[config.mk]
export PLATFORM = sky130hd
export DESIGN_NAME = imm_encoder_flat
export DESIGN_NICKNAME = d
export VERILOG_FILES = /design/src/rtl/cpu_pkg.sv /design/src/rtl/imm_encoder_if.sv /design/src/rtl/imm_pack.sv /design/src/rtl/imm_encoder.sv /design/src/flat_wrapper.sv
export SDC_FILE = /design/constraint.sdc
export NUM_CORES = 1
export LEC_CHECK = 0
export CORE_ASPECT_RATIO = 1.75
export CORE_MARGIN = 4
export CORE_UTILIZATION = 28
export DETAILED_ROUTE_END_ITERATION = 8
export HOLD_SLACK_MARGIN = 0.03
export SETUP_SLACK_MARGIN = 0.1
export SYNTH_ARGS = -nofsm -noshare
export SYNTH_HDL_FRONTEND = slang
export SYNTH_SLANG_ARGS = --single-unit
[constraint.sdc]
create_clock -name clk -period 2.1 [get_ports clk]
set_input_delay 0.42 -clock clk [delete_from_list [all_inputs] [get_ports clk]]
set_output_delay 0.42 -clock clk [all_outputs]
set_load 0.02 [all_outputs]
[src/rtl/cpu_pkg.sv]
// Shared CPU definitions: immediate format selector, instruction field
// positions and the encoded-beat record carried through the encoder pipeline.
package cpu_pkg;

    localparam int INST_W = 32;

    // Immediate formats, numbered identically in the decoder.
    typedef enum logic [1:0] {
        IMM_S_TYPE = 2'd0,
        IMM_SHIFT  = 2'd1,
        IMM_I_TYPE = 2'd2,
        IMM_U_TYPE = 2'd3
    } imm_type_e;

    localparam int S_HI_MSB   = 31;
    localparam int S_HI_LSB   = 25;
    localparam int S_LO_MSB   = 11;
    localparam int S_LO_LSB   = 7;
    localparam int SHAMT_MSB  = 25;
    localparam int SHAMT_LSB  = 20;
    localparam int I_MSB      = 31;
    localparam int I_LSB      = 20;
    localparam int U_MSB      = 31;
    localparam int U_LSB      = 12;
    localparam int U_IMM_BITS = U_MSB - U_LSB + 1;

    typedef struct packed {
        logic [INST_W-1:0] inst;
        logic              err;
    } enc_beat_t;

endpackage

[src/rtl/imm_encoder_if.sv]
// Streaming interface of the immediate encoder: input template/immediate beats
// and output encoded instructions.
interface imm_encoder_if #(
    parameter int DATA_WIDTH   = 64,
    parameter int INST_WIDTH   = 32,
    parameter int IMM_TYPE_NUM = 4
);
    localparam int TYPE_W = $clog2(IMM_TYPE_NUM);

    // Valid/ready: a beat moves on the rising clock edge where valid && ready
    // are both high; once valid is raised the producer holds payload stable
    // until that edge, and ready never depends combinationally on valid.
    logic                  in_valid;
    logic                  in_ready;
    logic [INST_WIDTH-1:0] in_inst;
    logic [TYPE_W-1:0]     in_imm_type;
    logic [DATA_WIDTH-1:0] in_imm;
    logic                  out_valid;
    logic                  out_ready;
    logic [INST_WIDTH-1:0] out_inst;
    logic                  out_err;

    modport slave (
        input  in_valid, in_inst, in_imm_type, in_imm, out_ready,
        output in_ready, out_valid, out_inst, out_err
    );

    modport master (
        output in_valid, in_inst, in_imm_type, in_imm, out_ready,
        input  in_ready, out_valid, out_inst, out_err
    );

endinterface

[src/rtl/imm_pack.sv]
// Combinational immediate packer: inserts the immediate into the selected
// format's bit-fields of the template and flags values the format cannot hold.
module imm_pack
    import cpu_pkg::*;
#(
    parameter int DATA_WIDTH = 64,
    parameter int INST_WIDTH = 32
) (
    input  logic [INST_WIDTH-1:0] inst,
    input  imm_type_e             imm_type,
    input  logic [DATA_WIDTH-1:0] imm,
    output enc_beat_t             beat
);

    logic sext12_ok;
    logic shamt_ok;
    logic upper_ok;

    // 12-bit signed fields hold the value only if bits above 11 replicate bit 11.
    assign sext12_ok = (imm[DATA_WIDTH-1:11] == {(DATA_WIDTH-11){imm[11]}});
    assign shamt_ok  = (imm[DATA_WIDTH-1:6] == '0);
    assign upper_ok  = (imm[DATA_WIDTH-U_IMM_BITS-1:0] == '0);

    always_comb begin
        beat.inst = inst;
        beat.err  = 1'b0;
        case (imm_type)
            IMM_S_TYPE: begin
                beat.inst[S_HI_MSB:S_HI_LSB] = imm[11:5];
                beat.inst[S_LO_MSB:S_LO_LSB] = imm[4:0];
                beat.err                     = ~sext12_ok;
            end
            IMM_SHIFT: begin
                beat.inst[SHAMT_MSB:SHAMT_LSB] = imm[5:0];
                beat.err                       = ~shamt_ok;
            end
            IMM_I_TYPE: begin
                beat.inst[I_MSB:I_LSB] = imm[11:0];
                beat.err               = ~sext12_ok;
            end
            IMM_U_TYPE: begin
                beat.inst[U_MSB:U_LSB] = imm[DATA_WIDTH-1:DATA_WIDTH-U_IMM_BITS];
                beat.err               = ~upper_ok;
            end
            default: begin
                beat.err = 1'b1;
            end
        endcase
    end

endmodule

[src/rtl/imm_encoder.sv]
// Immediate encoder stream stage: packs immediates into instruction templates,
// with a registered output, one-entry skid buffer and saturating error counter.
module imm_encoder
    import cpu_pkg::*;
#(
    parameter int DATA_WIDTH    = 64,
    parameter int INST_WIDTH    = 32,
    parameter int IMM_TYPE_NUM  = 4,
    parameter int ERR_CNT_WIDTH = 16
) (
    input  logic                     clk,
    input  logic                     rst,
    input  logic                     flush,
    imm_encoder_if.slave             bus,
    output logic [ERR_CNT_WIDTH-1:0] err_count
);

    enc_beat_t enc_beat;
    enc_beat_t out_q;
    enc_beat_t skid_q;
    logic      out_valid_q;
    logic      skid_valid_q;
    logic      in_fire;
    logic      out_fire;
    logic      out_free;

    imm_pack #(
        .DATA_WIDTH (DATA_WIDTH),
        .INST_WIDTH (INST_WIDTH)
    ) u_pack (
        .inst     (bus.in_inst),
        .imm_type (imm_type_e'(bus.in_imm_type)),
        .imm      (bus.in_imm),
        .beat     (enc_beat)
    );

    // A beat offered in the flush cycle is dropped even though in_ready is high.
    assign in_fire  = bus.in_valid & ~skid_valid_q & ~flush;
    assign out_fire = out_valid_q & bus.out_ready;
    assign out_free = ~out_valid_q | bus.out_ready;

    always_ff @(posedge clk) begin
        if (rst) begin
            out_q        <= '0;
            skid_q       <= '0;
            out_valid_q  <= 1'b0;
            skid_valid_q <= 1'b0;
            err_count    <= '0;
        end else begin
            if (out_fire && out_q.err && (err_count != '1)) begin
                err_count <= err_count + 1'b1;
            end
            if (flush) begin
                out_valid_q  <= 1'b0;
                skid_valid_q <= 1'b0;
            end else if (out_free) begin
                // Skid has priority; in_ready is low while it is occupied.
                if (skid_valid_q) begin
                    out_q        <= skid_q;
                    out_valid_q  <= 1'b1;
                    skid_valid_q <= 1'b0;
                end else if (in_fire) begin
                    out_q       <= enc_beat;
                    out_valid_q <= 1'b1;
                end else begin
                    out_valid_q <= 1'b0;
                end
            end else if (in_fire) begin
                skid_q       <= enc_beat;
                skid_valid_q <= 1'b1;
            end
        end
    end

    assign bus.in_ready  = ~skid_valid_q;
    assign bus.out_valid = out_valid_q;
    assign bus.out_inst  = out_q.inst;
    assign bus.out_err   = out_q.err;

endmodule

[src/flat_wrapper.sv]
// flat-port wrapper written by rule: the top's interface ports become plain ports
module imm_encoder_flat import cpu_pkg::*;
#(
    parameter int DATA_WIDTH    = 64,
    parameter int INST_WIDTH    = 32,
    parameter int IMM_TYPE_NUM  = 4,
    parameter int ERR_CNT_WIDTH = 16
)
  (clk, rst, flush, err_count, bus_in_valid, bus_in_inst, bus_in_imm_type, bus_in_imm, bus_out_ready, bus_in_ready, bus_out_valid, bus_out_inst, bus_out_err);
  imm_encoder_if #(.DATA_WIDTH(DATA_WIDTH), .INST_WIDTH(INST_WIDTH), .IMM_TYPE_NUM(IMM_TYPE_NUM)) bus_i ();
  input  logic clk;
  input  logic rst;
  input  logic flush;
  output logic [ERR_CNT_WIDTH-1:0] err_count;
  input wire logic [$bits(bus_i.in_valid)-1:0] bus_in_valid;
  input wire logic [$bits(bus_i.in_inst)-1:0] bus_in_inst;
  input wire logic [$bits(bus_i.in_imm_type)-1:0] bus_in_imm_type;
  input wire logic [$bits(bus_i.in_imm)-1:0] bus_in_imm;
  input wire logic [$bits(bus_i.out_ready)-1:0] bus_out_ready;
  output wire logic [$bits(bus_i.in_ready)-1:0] bus_in_ready;
  output wire logic [$bits(bus_i.out_valid)-1:0] bus_out_valid;
  output wire logic [$bits(bus_i.out_inst)-1:0] bus_out_inst;
  output wire logic [$bits(bus_i.out_err)-1:0] bus_out_err;
  assign bus_i.in_valid = bus_in_valid;
  assign bus_i.in_inst = bus_in_inst;
  assign bus_i.in_imm_type = bus_in_imm_type;
  assign bus_i.in_imm = bus_in_imm;
  assign bus_i.out_ready = bus_out_ready;
  assign bus_in_ready = bus_i.in_ready;
  assign bus_out_valid = bus_i.out_valid;
  assign bus_out_inst = bus_i.out_inst;
  assign bus_out_err = bus_i.out_err;
  imm_encoder #(.DATA_WIDTH(DATA_WIDTH), .INST_WIDTH(INST_WIDTH), .IMM_TYPE_NUM(IMM_TYPE_NUM), .ERR_CNT_WIDTH(ERR_CNT_WIDTH)) u_core (.clk(clk), .rst(rst), .flush(flush), .bus(bus_i), .err_count(err_count));
endmodule
==> flow_summary.toml <==
[synthesis]
synth_top_family_by_area = "simple AND/OR/NAND/NOR gates"
synth_top_cells_by_area = "dfxtp_1 (42%), nand2_1 (7.1%), mux2i_1 (6.7%)"
avgSynthCellArea_um2 = 8.09
synth-seq-cells = 84
synth_xor_xnor_area_share_pct = 3.03
synth_simple_gate_area_share_pct = 25.1
synth_top_area_share_pct = 41.6
ys_warn_count = 0
synthAdderAreaFrac_pct = 1.55
netlist_instances = 500
yosysTopAreaCell = "dfxtp_1"
muxShareOfSynthArea_pct = 6.68
synth_compound_area_share_pct = 18.3
yosys.cell_types.count = 35
syn_area_mm2 = 0.00404
syn-num-nets = 608
yosysSeqAreaShare_pct = 41.6

[floorplanning]
core_area_mm2 = 0.0140
start_util_pct = 28.8
io_pins = 154
fp.dieW_um = 98.8
rows = 57
die_h_um = 167
die-area_mm2 = 0.0165

[cts]
root_buffer = "clkbuf_16"
numCtsBuffers = 9
cts_setup_buffers = 0
cts_tree = "built"
cts.clk_slew.worst_paths_ns = 0.07
cts_max_path_buffers = 2
clk_latency_ns = 0.33
htree_num_levels = 3
cts.sinks = 84

[final_layout]
final_area_mm2 = 0.00664
final_core_util_pct = 47.3
stdcell_count = 883
nNetsFinal = 808
syn2layout_area_growth_pct = 64.3
final_layout_size_suffix_gt1_share_pct = 16.5

[timing]
maxSlewViolCount = 0
fin_ws_ns = 0.00879
tightest_slew_ns = 0.349
period_needed_ns = 2.09
period_share_pct = 99.6
max_freq_mhz = 478
setup_tns_ns = 0
setup_violations = 0
relSlewSlack_pct = 76.0
hold_slack_ns = 0.449
final_hold_viol_count = 0
clock_skew_ns = 0.00721
rsz0062_at_grt = "true"

[global_routing]
antenna_found_initial = 1
grt_max_degree = 44
grt_first_pass_wirelength_um = 23200
globalRouteTotalUtil_pct = 17.5
grt_pass1_vias = 4519
overflow = 0

[placed_design]
numPortBuffers = 152
dp.cells = 866
dpl_cell_area_mm2 = 0.00623
gp_congestion = 0.920
dp_slack_ns = -0.361
dp_hpwl_um = 11500

[power]
ir_drop_mv = 0.390
p_leak_nw = 2.47
finalPower_mw = 3.92
powerDensity_mw_per_mm2 = 591

[run_status]
status = "finished, final reports clean"

[critical_path]
cp_data_required_time_ns = 2.31
cp_max_fo = 2
end_kind = "flop"
rr_worst_depth = 7
start_kind = "input pin"
critPathArrivalTime_ns = 2.31
critPathKind = "in -> reg"

[route]
routed_wl_um = 14600
num_vias = 4417
ant_nets = 0
drtPass1Iterations = 4
first_iter_violations = 150
drc = 0
wl_per_cell_um = 16.5
via_per_inst = 5.00

[min_path]
hold_path_class = "reg -> reg"
worstHoldPathCells = 2

[run]
maxCapViolCount = 0
## cells in the final DEF (no fill, tap or decap), types with 13 or more instances in the layout
cell type,netlist,final
buf_4,0,65
mux2i_1,27,26
o211ai_1,20,20
dfxtp_1,84,84
nand4_1,17,17
clkdlybuf4s50_1,0,133
dlygate4sd2_1,0,13
nand2_1,76,76
nor2_1,70,70
a21oi_1,39,39
a211oi_1,29,27
## report_power, final
part           switching (mW)  leakage [nW]  total [mW]  internal [mW]
registers              0.0258         0.682        1.67           1.64
clock network           0.664         0.139        1.51          0.842
logic                   0.342          1.65       0.752          0.410
## cell type report
type | instances | area [um2]
clock buffer | 10 | 239
fill | 1395 | 7410
tap | 177 | 221
inverter | 4 | 15.0
timing repair buffer | 222 | 2090
antenna | 1 | 2.50
sequential | 84 | 1680
clock inverter | 6 | 47.5
multi-input combinational | 379 | 2340
## synthesized netlist by cell type
cell type	n
nor4_2	3
o21ai_0	11
mux2i_1	27
nor4_1	18
or2_2	1
a21oi_1	39
nand2_1	76
or4_1	4
and3_1	5
clkbuf_1	22
ha_1	5
or3_1	2
nor3_2	1
nor2_1	70
o211ai_1	20
xor2_1	8
nand3_2	1
and4_1	2
a211oi_1	29
buf_2	9
buf_1	2
a22oi_1	11
a22oi_2	1
nand3_1	10
inv_2	1
dfxtp_1	84
nor3_1	6
a21oi_2	1
nor2b_1	1
xnor2_1	6
nand4_1	17
nand2b_1	1
inv_1	3
o22ai_1	2
a21o_1	1
## layer usage
layer | routed length, um | vias to the layer above | track usage (%)
li1 | - | 2212 | -
met1 | 5430 | 2074 | 18.4
met2 | 8020 | 99 | 32.9
met3 | 620 | 32 | 3.85
met4 | 495 | 0 | 6.78
met5 | 0 | - | 0
## sequential cells by signal, summed over array words and instances, names as in the netlist
register / cells
u_core.bus.out_err: 1
u_core.bus.out_inst: 32
u_core.bus.out_valid: 1
u_core.err_count: 16
u_core.skid_q: 33
u_core.skid_valid_q: 1
## kinds of logic after synthesis
logic type	Yosys count
AO/OA/AOI/OAI	115
XOR/XNOR	14
adder cells (fa/ha/maj)	5
buffers and inverters	37
flip-flops	84
multiplexers	27
AND/OR/NAND/NOR	218
## critical path: stages
cell and delay, ns:
clkdlybuf4s50_1 0.51, nand4_1 0.11, or4_4 0.54, nor4_4 0.23, o22ai_2 0.12, a22oi_2 0.25, o22ai_1 0.12
## worst paths after layout
check / startpoint / end / slack, ns
max: bus_in_imm[44] / u_core.bus.out_err / 0.009
min: u_core.bus.out_inst[17] / u_core.bus.out_inst[17] / 0.45
max reg2reg: u_core.err_count[0] / u_core.err_count[6] / 0.30
min reg2reg: u_core.bus.out_inst[17] / u_core.bus.out_inst[17] / 0.45
## repair_timing
item                       4_1_cts  5_1_grt
setup endpoints to repair        7       14
gates resized for setup         25       23
pin swaps                        9        6
hold buffers                     0        0
(Power assumes the default switching activity.)
